## config.mk

```make
export PLATFORM = sky130hd
export DESIGN_NAME = micro_loader
export DESIGN_NICKNAME = d
export VERILOG_FILES = /design/src/rtl/micro_pkg.sv /design/src/rtl/micro_loader.sv
export SDC_FILE = /design/constraint.sdc
export NUM_CORES = 1
export LEC_CHECK = 0
export CAP_MARGIN = 40
export CORE_UTILIZATION = 60
export CTS_BUF_LIST = sky130_fd_sc_hd__clkbuf_16
export CTS_CLUSTER_DIAMETER = 150
export CTS_CLUSTER_SIZE = 40
export DETAILED_ROUTE_END_ITERATION = 6
export PLACE_DENSITY = 0.85
export SYNTH_ARGS = -nofsm -noshare
export SYNTH_HDL_FRONTEND = slang
export SYNTH_SLANG_ARGS = --single-unit
```

## constraint.sdc

```tcl
create_clock -name clk -period 4 [get_ports clk]
set_clock_uncertainty 0.15 [all_clocks]
set_input_delay 0.4 -clock clk [delete_from_list [all_inputs] [get_ports clk]]
set_output_delay 0.4 -clock clk [all_outputs]
set_load 0.02 [all_outputs]
```

## src/rtl/micro_pkg.sv

```systemverilog
`default_nettype none
//------------------------------------------------------------------------------
//  Module   : micro_pkg
//  Purpose  : Shared types and protocol constants for the micro_loader image
//             loader: FSM state encoding, byte ordering of the length field
//             and of each data word, and a byte-join helper.
//  Revision : 1.0  initial release
//------------------------------------------------------------------------------
package micro_pkg;

    typedef enum logic [3:0] {
        IDLE    = 4'd0,
        LEN_HI  = 4'd1,
        LEN_LO  = 4'd2,
        DATA_HI = 4'd3,
        DATA_LO = 4'd4,
        WRITE   = 4'd5,
        RUN     = 4'd6,
        ERROR   = 4'd7
    } state_t;

    // The first byte on the wire is the most significant byte for both the
    // 16-bit length field and every 16-bit instruction word.
    localparam bit c_LEN_MSB_FIRST  = 1'b1;
    localparam bit c_DATA_MSB_FIRST = 1'b1;

    function automatic logic [15:0] join_bytes(input logic [7:0] first,
                                               input logic [7:0] second,
                                               input bit         msb_first);
        return msb_first ? {first, second} : {second, first};
    endfunction

endpackage
`default_nettype wire

```

## src/rtl/micro_loader.sv

```systemverilog
`default_nettype none
//------------------------------------------------------------------------------
//  Module   : micro_loader
//  Purpose  : Receives a byte-serial program image (16-bit word count N,
//             then N 16-bit words), writes it into the instruction RAM and
//             then releases the micro core, gating its PC in free-run or
//             single-step mode. Bad lengths and inter-byte silence longer
//             than TIMEOUT_CYCLES park the loader in a sticky error state.
//  Ports    : clk, rst                 clock, synchronous active-high reset
//             rx_data, rx_valid        received byte stream
//             start_load               begin (or restart) an image load
//             run_mode, step_req       free-run / single-step PC control
//             iram_wa/iram_wen/iram_din instruction RAM write port
//             mic_rst, pc_enable       micro core control
//             busy, loaded, err        status flags
//             word_count               words written by the last load
//  Revision : 1.0  initial release
//------------------------------------------------------------------------------
module micro_loader
    import micro_pkg::*;
#(
    parameter int WIDTH          = 16,
    parameter int IRAM_ADDR_BITS = 8,
    parameter int TIMEOUT_CYCLES = 1000000
) (
    input  logic                      clk,
    input  logic                      rst,
    input  logic [7:0]                rx_data,
    input  logic                      rx_valid,
    input  logic                      start_load,
    input  logic                      run_mode,
    input  logic                      step_req,
    output logic [IRAM_ADDR_BITS-1:0] iram_wa,
    output logic                      iram_wen,
    output logic [WIDTH-1:0]          iram_din,
    output logic                      mic_rst,
    output logic                      pc_enable,
    output logic                      busy,
    output logic                      loaded,
    output logic                      err,
    output logic [IRAM_ADDR_BITS:0]   word_count
);

    localparam int                c_TO_W    = $clog2(TIMEOUT_CYCLES + 1);
    localparam logic [c_TO_W-1:0] c_TO_LAST = c_TO_W'(TIMEOUT_CYCLES - 1);
    localparam logic [16:0]       c_DEPTH   = 17'(1) << IRAM_ADDR_BITS;

    state_t                    r_state;
    state_t                    w_state_next;
    logic [7:0]                r_len_first;
    logic [15:0]               r_len;
    logic [7:0]                r_first;
    logic [WIDTH-1:0]          r_word;
    logic [7:0]                r_skid;
    logic                      r_skid_vld;
    logic [c_TO_W-1:0]         r_idle_cnt;
    logic [IRAM_ADDR_BITS:0]   r_word_count;
    logic                      r_step_q;
    logic                      r_run_mode_q;

    logic [15:0]               w_len_rx;
    logic                      w_len_bad;
    logic                      w_last_word;
    logic                      w_waiting;
    logic                      w_timeout;

    assign w_len_rx    = join_bytes(r_len_first, rx_data, c_LEN_MSB_FIRST);
    assign w_len_bad   = (w_len_rx == 16'd0) || ({1'b0, w_len_rx} > c_DEPTH);
    assign w_last_word = (17'(r_word_count) + 17'd1) == {1'b0, r_len};

    // A cycle counts as idle only in a byte-collecting state with nothing
    // consumed; a pending skid byte in DATA_HI is a consumed byte.
    assign w_waiting = (r_state inside {LEN_HI, LEN_LO, DATA_HI, DATA_LO})
                       && !rx_valid
                       && !((r_state == DATA_HI) && r_skid_vld);
    assign w_timeout = w_waiting && (r_idle_cnt == c_TO_LAST);

    always_comb begin
        w_state_next = r_state;
        case (r_state)
            IDLE: begin
                if (start_load) w_state_next = LEN_HI;
            end
            LEN_HI: begin
                if (rx_valid)       w_state_next = LEN_LO;
                else if (w_timeout) w_state_next = ERROR;
            end
            LEN_LO: begin
                if (rx_valid)       w_state_next = w_len_bad ? ERROR : DATA_HI;
                else if (w_timeout) w_state_next = ERROR;
            end
            DATA_HI: begin
                // With a skid byte pending, a byte arriving now is already
                // the low half, so the word completes in this cycle.
                if (r_skid_vld)     w_state_next = rx_valid ? WRITE : DATA_LO;
                else if (rx_valid)  w_state_next = DATA_LO;
                else if (w_timeout) w_state_next = ERROR;
            end
            DATA_LO: begin
                if (rx_valid)       w_state_next = WRITE;
                else if (w_timeout) w_state_next = ERROR;
            end
            WRITE: begin
                w_state_next = w_last_word ? RUN : DATA_HI;
            end
            RUN, ERROR: begin
                if (start_load) w_state_next = LEN_HI;
            end
            default: w_state_next = IDLE;
        endcase
    end

    always_ff @(posedge clk) begin
        if (rst) begin
            r_state      <= IDLE;
            r_len_first  <= '0;
            r_len        <= '0;
            r_first      <= '0;
            r_word       <= '0;
            r_skid       <= '0;
            r_skid_vld   <= 1'b0;
            r_idle_cnt   <= '0;
            r_word_count <= '0;
            r_step_q     <= 1'b0;
            r_run_mode_q <= 1'b0;
        end else begin
            r_state      <= w_state_next;
            r_step_q     <= step_req;
            r_run_mode_q <= run_mode;
            r_idle_cnt   <= w_waiting ? r_idle_cnt + 1'b1 : '0;

            case (r_state)
                IDLE, RUN, ERROR: begin
                    if (start_load) begin
                        r_word_count <= '0;
                        r_skid_vld   <= 1'b0;
                    end
                end
                LEN_HI: begin
                    if (rx_valid) r_len_first <= rx_data;
                end
                LEN_LO: begin
                    if (rx_valid) r_len <= w_len_rx;
                end
                DATA_HI: begin
                    if (r_skid_vld) begin
                        r_skid_vld <= 1'b0;
                        if (rx_valid) r_word  <= join_bytes(r_skid, rx_data, c_DATA_MSB_FIRST);
                        else          r_first <= r_skid;
                    end else if (rx_valid) begin
                        r_first <= rx_data;
                    end
                end
                DATA_LO: begin
                    if (rx_valid) r_word <= join_bytes(r_first, rx_data, c_DATA_MSB_FIRST);
                end
                WRITE: begin
                    r_word_count <= r_word_count + 1'b1;
                    if (rx_valid && !w_last_word) begin
                        r_skid     <= rx_data;
                        r_skid_vld <= 1'b1;
                    end
                end
                default: ;
            endcase
        end
    end

    // The word index of the write in flight equals the count before increment.
    assign iram_wa    = r_word_count[IRAM_ADDR_BITS-1:0];
    assign iram_wen   = (r_state == WRITE);
    assign iram_din   = r_word;
    assign mic_rst    = (r_state != RUN);
    assign pc_enable  = (r_state == RUN) && (r_run_mode_q || r_step_q);
    assign busy       = (r_state inside {LEN_HI, LEN_LO, DATA_HI, DATA_LO, WRITE});
    assign loaded     = (r_state == RUN);
    assign err        = (r_state == ERROR);
    assign word_count = r_word_count;

endmodule
`default_nettype wire

```

* After elaboration in Yosys (flattened, before gate mapping)
Index checks and enable logic that the tools add are counted.
** Operators by class
- Add/sub/neg operators :: 3
- Equal/unequal tests :: 16
- $lt $le $gt $ge :: 1
- Mux-type cells :: 23
- Reduce and logical (&&, ||, !) cells :: 28
- Bitwise operators :: 1
** Operator list (count)
- 2-to-1 mux 16 bit :: 3
- case mux 16 bit (2 select lines) :: 1
- 2-to-1 mux 4 bit :: 7
- 2-to-1 mux 8 bit :: 3
- case mux 4 bit (6 select lines) :: 1
- adder 20 x 1 -> 20 bit, second input constant :: 1
- equality test 20 bit, second input constant :: 1
- case mux 9 bit (2 select lines) :: 1
- equality test 10 x 16 -> 1 bit :: 1
- equality test 4 x 3 -> 1 bit, second input constant :: 4
- > comparator 16 x 9 -> 1 bit, second input constant :: 1
- logical NOT 16 bit :: 1
- adder 9 x 1 -> 10 bit, second input constant :: 1
- adder 9 x 1 -> 9 bit, second input constant :: 1
- 2-to-1 mux 9 bit :: 1
- equality test 4 x 2 -> 1 bit, second input constant :: 2
- inequality test 2 bit, second input constant :: 4
- AND reduction 2 bit :: 4
- logical AND 1 bit :: 6
- 2-to-1 mux 3 bit :: 2
- AND reduction 3 bit :: 2
- nonzero test 2 bit :: 3
- nonzero test 5 bit :: 1
- equality test 4 x 1 -> 1 bit, second input constant :: 1
- 13 further kinds :: 19
** Storage, ports and cells
- Logic and storage cells :: 83
- Flip-flop bits (word level) :: 92

* Longest topological paths before layout
- Word-level depth :: 9
- Mapped depth :: 9
- Depth with buffers taken out :: 7

* Worst setup path after synthesis
Ideal clock, no wire load.
- Path type :: register to register
- Start :: register r_word_count[0] (netlist: word_count[0])
- End :: register r_skid[0]
- Setup slack :: 1.634 ns
- Required time :: 3.720 ns
- Arrival time :: 2.086 ns
- Cell stages (with the launch flop) :: 9
- Buffers on the path :: 1
- Clock period less this slack :: 2.366 ns
- Cells stage by stage :: dfxtp_1 ha_1 buf_2 nand3_1 a2111oi_0 o21bai_1 a22oi_2 a21oi_4 mux2i_1
** Between the ends
- Cells in the longest elaborated chain, start to end :: 5
** Ends and longest elaborated chain
- start, declared :: RTL line micro_loader.sv:57 : logic [IRAM_ADDR_BITS:0] r_word_count;
- start signal, assigned :: RTL line micro_loader.sv:158 : r_word_count <= r_word_count + 1'b1;
- adder 9 x 1 -> 10 bit :: RTL line micro_loader.sv:69 : assign w_last_word = (17'(r_word_count) + 17'd1) == {1'b0, r_len};
- equality test 10 x 16 -> 1 bit :: RTL line micro_loader.sv:69
- logical NOT 1 bit :: RTL line micro_loader.sv:159 : if (rx_valid && !w_last_word) begin
- logical AND 1 bit :: RTL line micro_loader.sv:159
- AND reduction 2 bit (no line)
- end signal, assigned :: RTL line micro_loader.sv:160 : r_skid <= rx_data;
- end, declared :: RTL line micro_loader.sv:54 : logic [7:0] r_skid;
No other way between the ends.
A chain may end at the register's enable or synchronous reset.

* Worst setup path in the final report
- Start :: register r_state[2]
- End :: output port iram_wen
** Between the ends
- Cells in the longest elaborated chain, start to end :: 1
** Ends and longest elaborated chain
- start, declared :: RTL line micro_loader.sv:48 : state_t r_state;
- start signal, assigned :: RTL line micro_loader.sv:127 : r_state <= w_state_next;
- equality test 4 x 3 -> 1 bit :: RTL line micro_loader.sv:171 : assign iram_wen = (r_state == WRITE);
- end, declared :: RTL line micro_loader.sv:34 : output logic iram_wen,
No other way between the ends.

==> impl_metrics.csv <==
group,metric,value,unit
setup_path,startpoint_type,"register",
final_layout,finish.instance_area,5250,um2
synthesis,synth_common_cells,"dfxtp_1 (92), nor2_1 (80), nand2_1 (57), mux2i_1 (40), a21oi_1 (30)",
synthesis,synth_cell_types,64,
setup_path,endpoint_kind,"output port",
pwr,power.density,346,nW/um2
timing,fmax,306,MHz
floorplan,floorplan.initialDensity,62.4,%
timing,holdWs,0.310,ns
floorplan,dieWidth,88.9,um
detailed_routing,routed_wl,9.84,mm
synthesis,syn_nets,542,
placed_design,place_hpwl,6.65,mm
synthesis,yosys_warnings,0,
synthesis,syn_area,4530,um2
timing,worst_slew_pin_slew,0.849,ns
timing,relSlewSlack,43.1,%
clock_network,cts.htree.levels,3,
synthesis,synthMostInstantiatedCell,"dfxtp_1",
timing,setup-violations-final,0,
detailed_routing,wl_per_cell,15.0,um
final_layout,drive_gt1_share,6.65,%
global_routing,antenna_found_initial,0,
final_layout,diodes,0,
clock_network,clockRootBuffer,"clkbuf_16",
floorplan,ios,53,
timing,final.setup.tns,0,ns
global_routing,grt-ovfl-total,0,
detailed_routing,dr_total_vias,3775,
setup_path,critPathSlowestCell,"dfxtp_1",
detailed_routing,drt_iter0_markers,234,
setup_path,path_class,"register to output port",
setup_path,cpPeakStageDelay,0.75,ns
synthesis,synth-edff-count,0,
setup_path,crit_path_max_fanout,20,
setup_path,cp_num_buf_inv,2,
clock_network,clkTransAtPathRegs,0.06,ns
timing,rsz0062_at_grt,"no",
worst_hold_path,hold_class,"register to register",
floorplan,die_area,7890,um2
clock_network,cts_tree,"built",
setup_path,crit_chain,"nand2b_1 -> or2_2 -> inv_1 -> clkdlybuf4s50_1",
flow_run,cap_violations,0,
pwr,ir_drop,304,uV
global_routing,track_usage,26.6,%
detailed_routing,drtAntennaViolNets,0,
run_status,status,"finished, final reports clean",
floorplan,dieHeight,88.9,um
clock_network,cts_buffer_depth,2,
clock_network,insertion_delay,0.34,ns
detailed_routing,firstDrtPassIters,5,
synthesis,syn_inst,526,
detailed_routing,drc,0,
placed_design,io_buffers,52,
timing,drv_slew,0,
timing,finalHoldViolCount,0,
synthesis,netlist.top_cell.by_area,"dfxtp_1",
pwr,power_leakage,1.69,nW
final_layout,layout.nets,568,
timing,period_share,81.8,%
placed_design,place_congestion,0.906,
floorplan,core_region_area,7250,um2
clock_network,numCtsBuffers,9,
synthesis,synthFlopType,"dfxtp_1",
placed_design,dpl_cell_area,4980,um2
timing,min_period,3.27,ns
synthesis,async_flop_share,0,%
synthesis,synth_top_area_share,40.7,%
synthesis,ys_ff_latch,92,
clock_network,ctsResizeCount,0,
synthesis,synth_area_leaders,"dfxtp_1 (41%), mux2i_1 (8.8%), nor2_1 (6.6%), nand2_1 (4.7%), a21oi_1 (3.3%)",
detailed_routing,via_per_inst,5.76,
clock_network,cts_setup_buffers,0,
synthesis,seq_area_frac_synth,40.7,%
global_routing,grt_max_degree,80,
final_layout,area_growth,16.1,%
setup_path,crit_family,"buffers and inverters",
setup_path,required,3.45,ns
clock_network,clkSinkCount,92,
global_routing,grt_pass1_wl,16.2,mm
clock_network,cts_hold_buf,0,
final_layout,stdcell_count,655,
placed_design,placed_cells,640,
global_routing,grt_pass1_vias,3430,
setup_path,worstPathArrival,2.72,ns
synthesis,avgSynthCellArea,8.60,um2
floorplan,placementRows,31,
metal layers:
layer	up-vias	track usage [%]	part of all wire [%]
li1	1865	-	-
met1	1799	33.4	44
met2	92	44.4	49
met3	19	7.56	5.1
met4	0	8.21	1.5
met5	-	0	0
layout by cell type, fill, tap and decap left out, types with 7 or more instances in the layout:
master	instances
clkdlybuf4s50_1	51
a21oi_1	30
nand4_1	7
clkbuf_16	9
o21ai_0	8
nor3_1	7
dfxtp_1	92
nand2_1	57
nand3_1	13
nor2_1	80
xor2_1	15
a211oi_1	19
mux2i_1	40
nor4_1	9
xnor2_1	16
nand2b_1	21
cell type report:
cell class,instances,area [um2]
clock inverter,6,46.3
clock buffer,9,225
sequential,92,1840
fill,552,2000
inverter,5,18.8
tap,99,124
multi-input combinational,389,2460
timing repair buffer,55,538
power by group:
| part | internal (W) | leakage, nW | switching, W |
|---|---|---|---|
| Sequential | 0.000922 | 0.742 | 0.0000133 |
| Clock | 0.000425 | 0.136 | 0.000364 |
| Combinational | 0.0000412 | 0.816 | 0.0000540 |
sequential cells by signal (all words and copies together), names as in the netlist, 4 cells and up:
register	count
r_len_first	8
r_first	8
word_count	9
r_state	4
r_len	16
r_idle_cnt	20
r_skid	8
iram_din	16
kinds of logic after synthesis:
| logic type | count (synthesis) | synth area share, % |
|---|---|---|
| flops | 92 | 40.7 |
| mux | 41 | 9.10 |
| other cells | 1 | 0.0829 |
| simple gates | 228 | 24.8 |
| xor+xnor | 32 | 6.36 |
| buf+inv | 45 | 4.95 |
| fa+ha+maj | 2 | 0.553 |
| compound gates | 85 | 13.5 |
path summary, 6_finish.rpt:
path	start	endpoint	slack (ns)	cells after the start
worst min-delay path	r_idle_cnt[0]	r_idle_cnt[0]	0.31	1
worst min register to register	r_idle_cnt[0]	r_idle_cnt[0]	0.31	1
worst max register to register	r_state[2]	r_skid[6]	1.32	6
worst max-delay path	r_state[2]	iram_wen	0.73	4
stage by stage:
stage | setup WS [ns] | utilization [%] | power, W
floorplan | 1.63 | - | 0.00101
global placement | 1.26 | 68.7 | 0.00105
detailed placement | 1.14 | 68.7 | 0.00105
CTS | 0.775 | 72.4 | 0.00183
global route | 0.625 | 72.4 | 0.00188
finish | 0.727 | 72.4 | 0.00182
(Power assumes the default switching activity.)
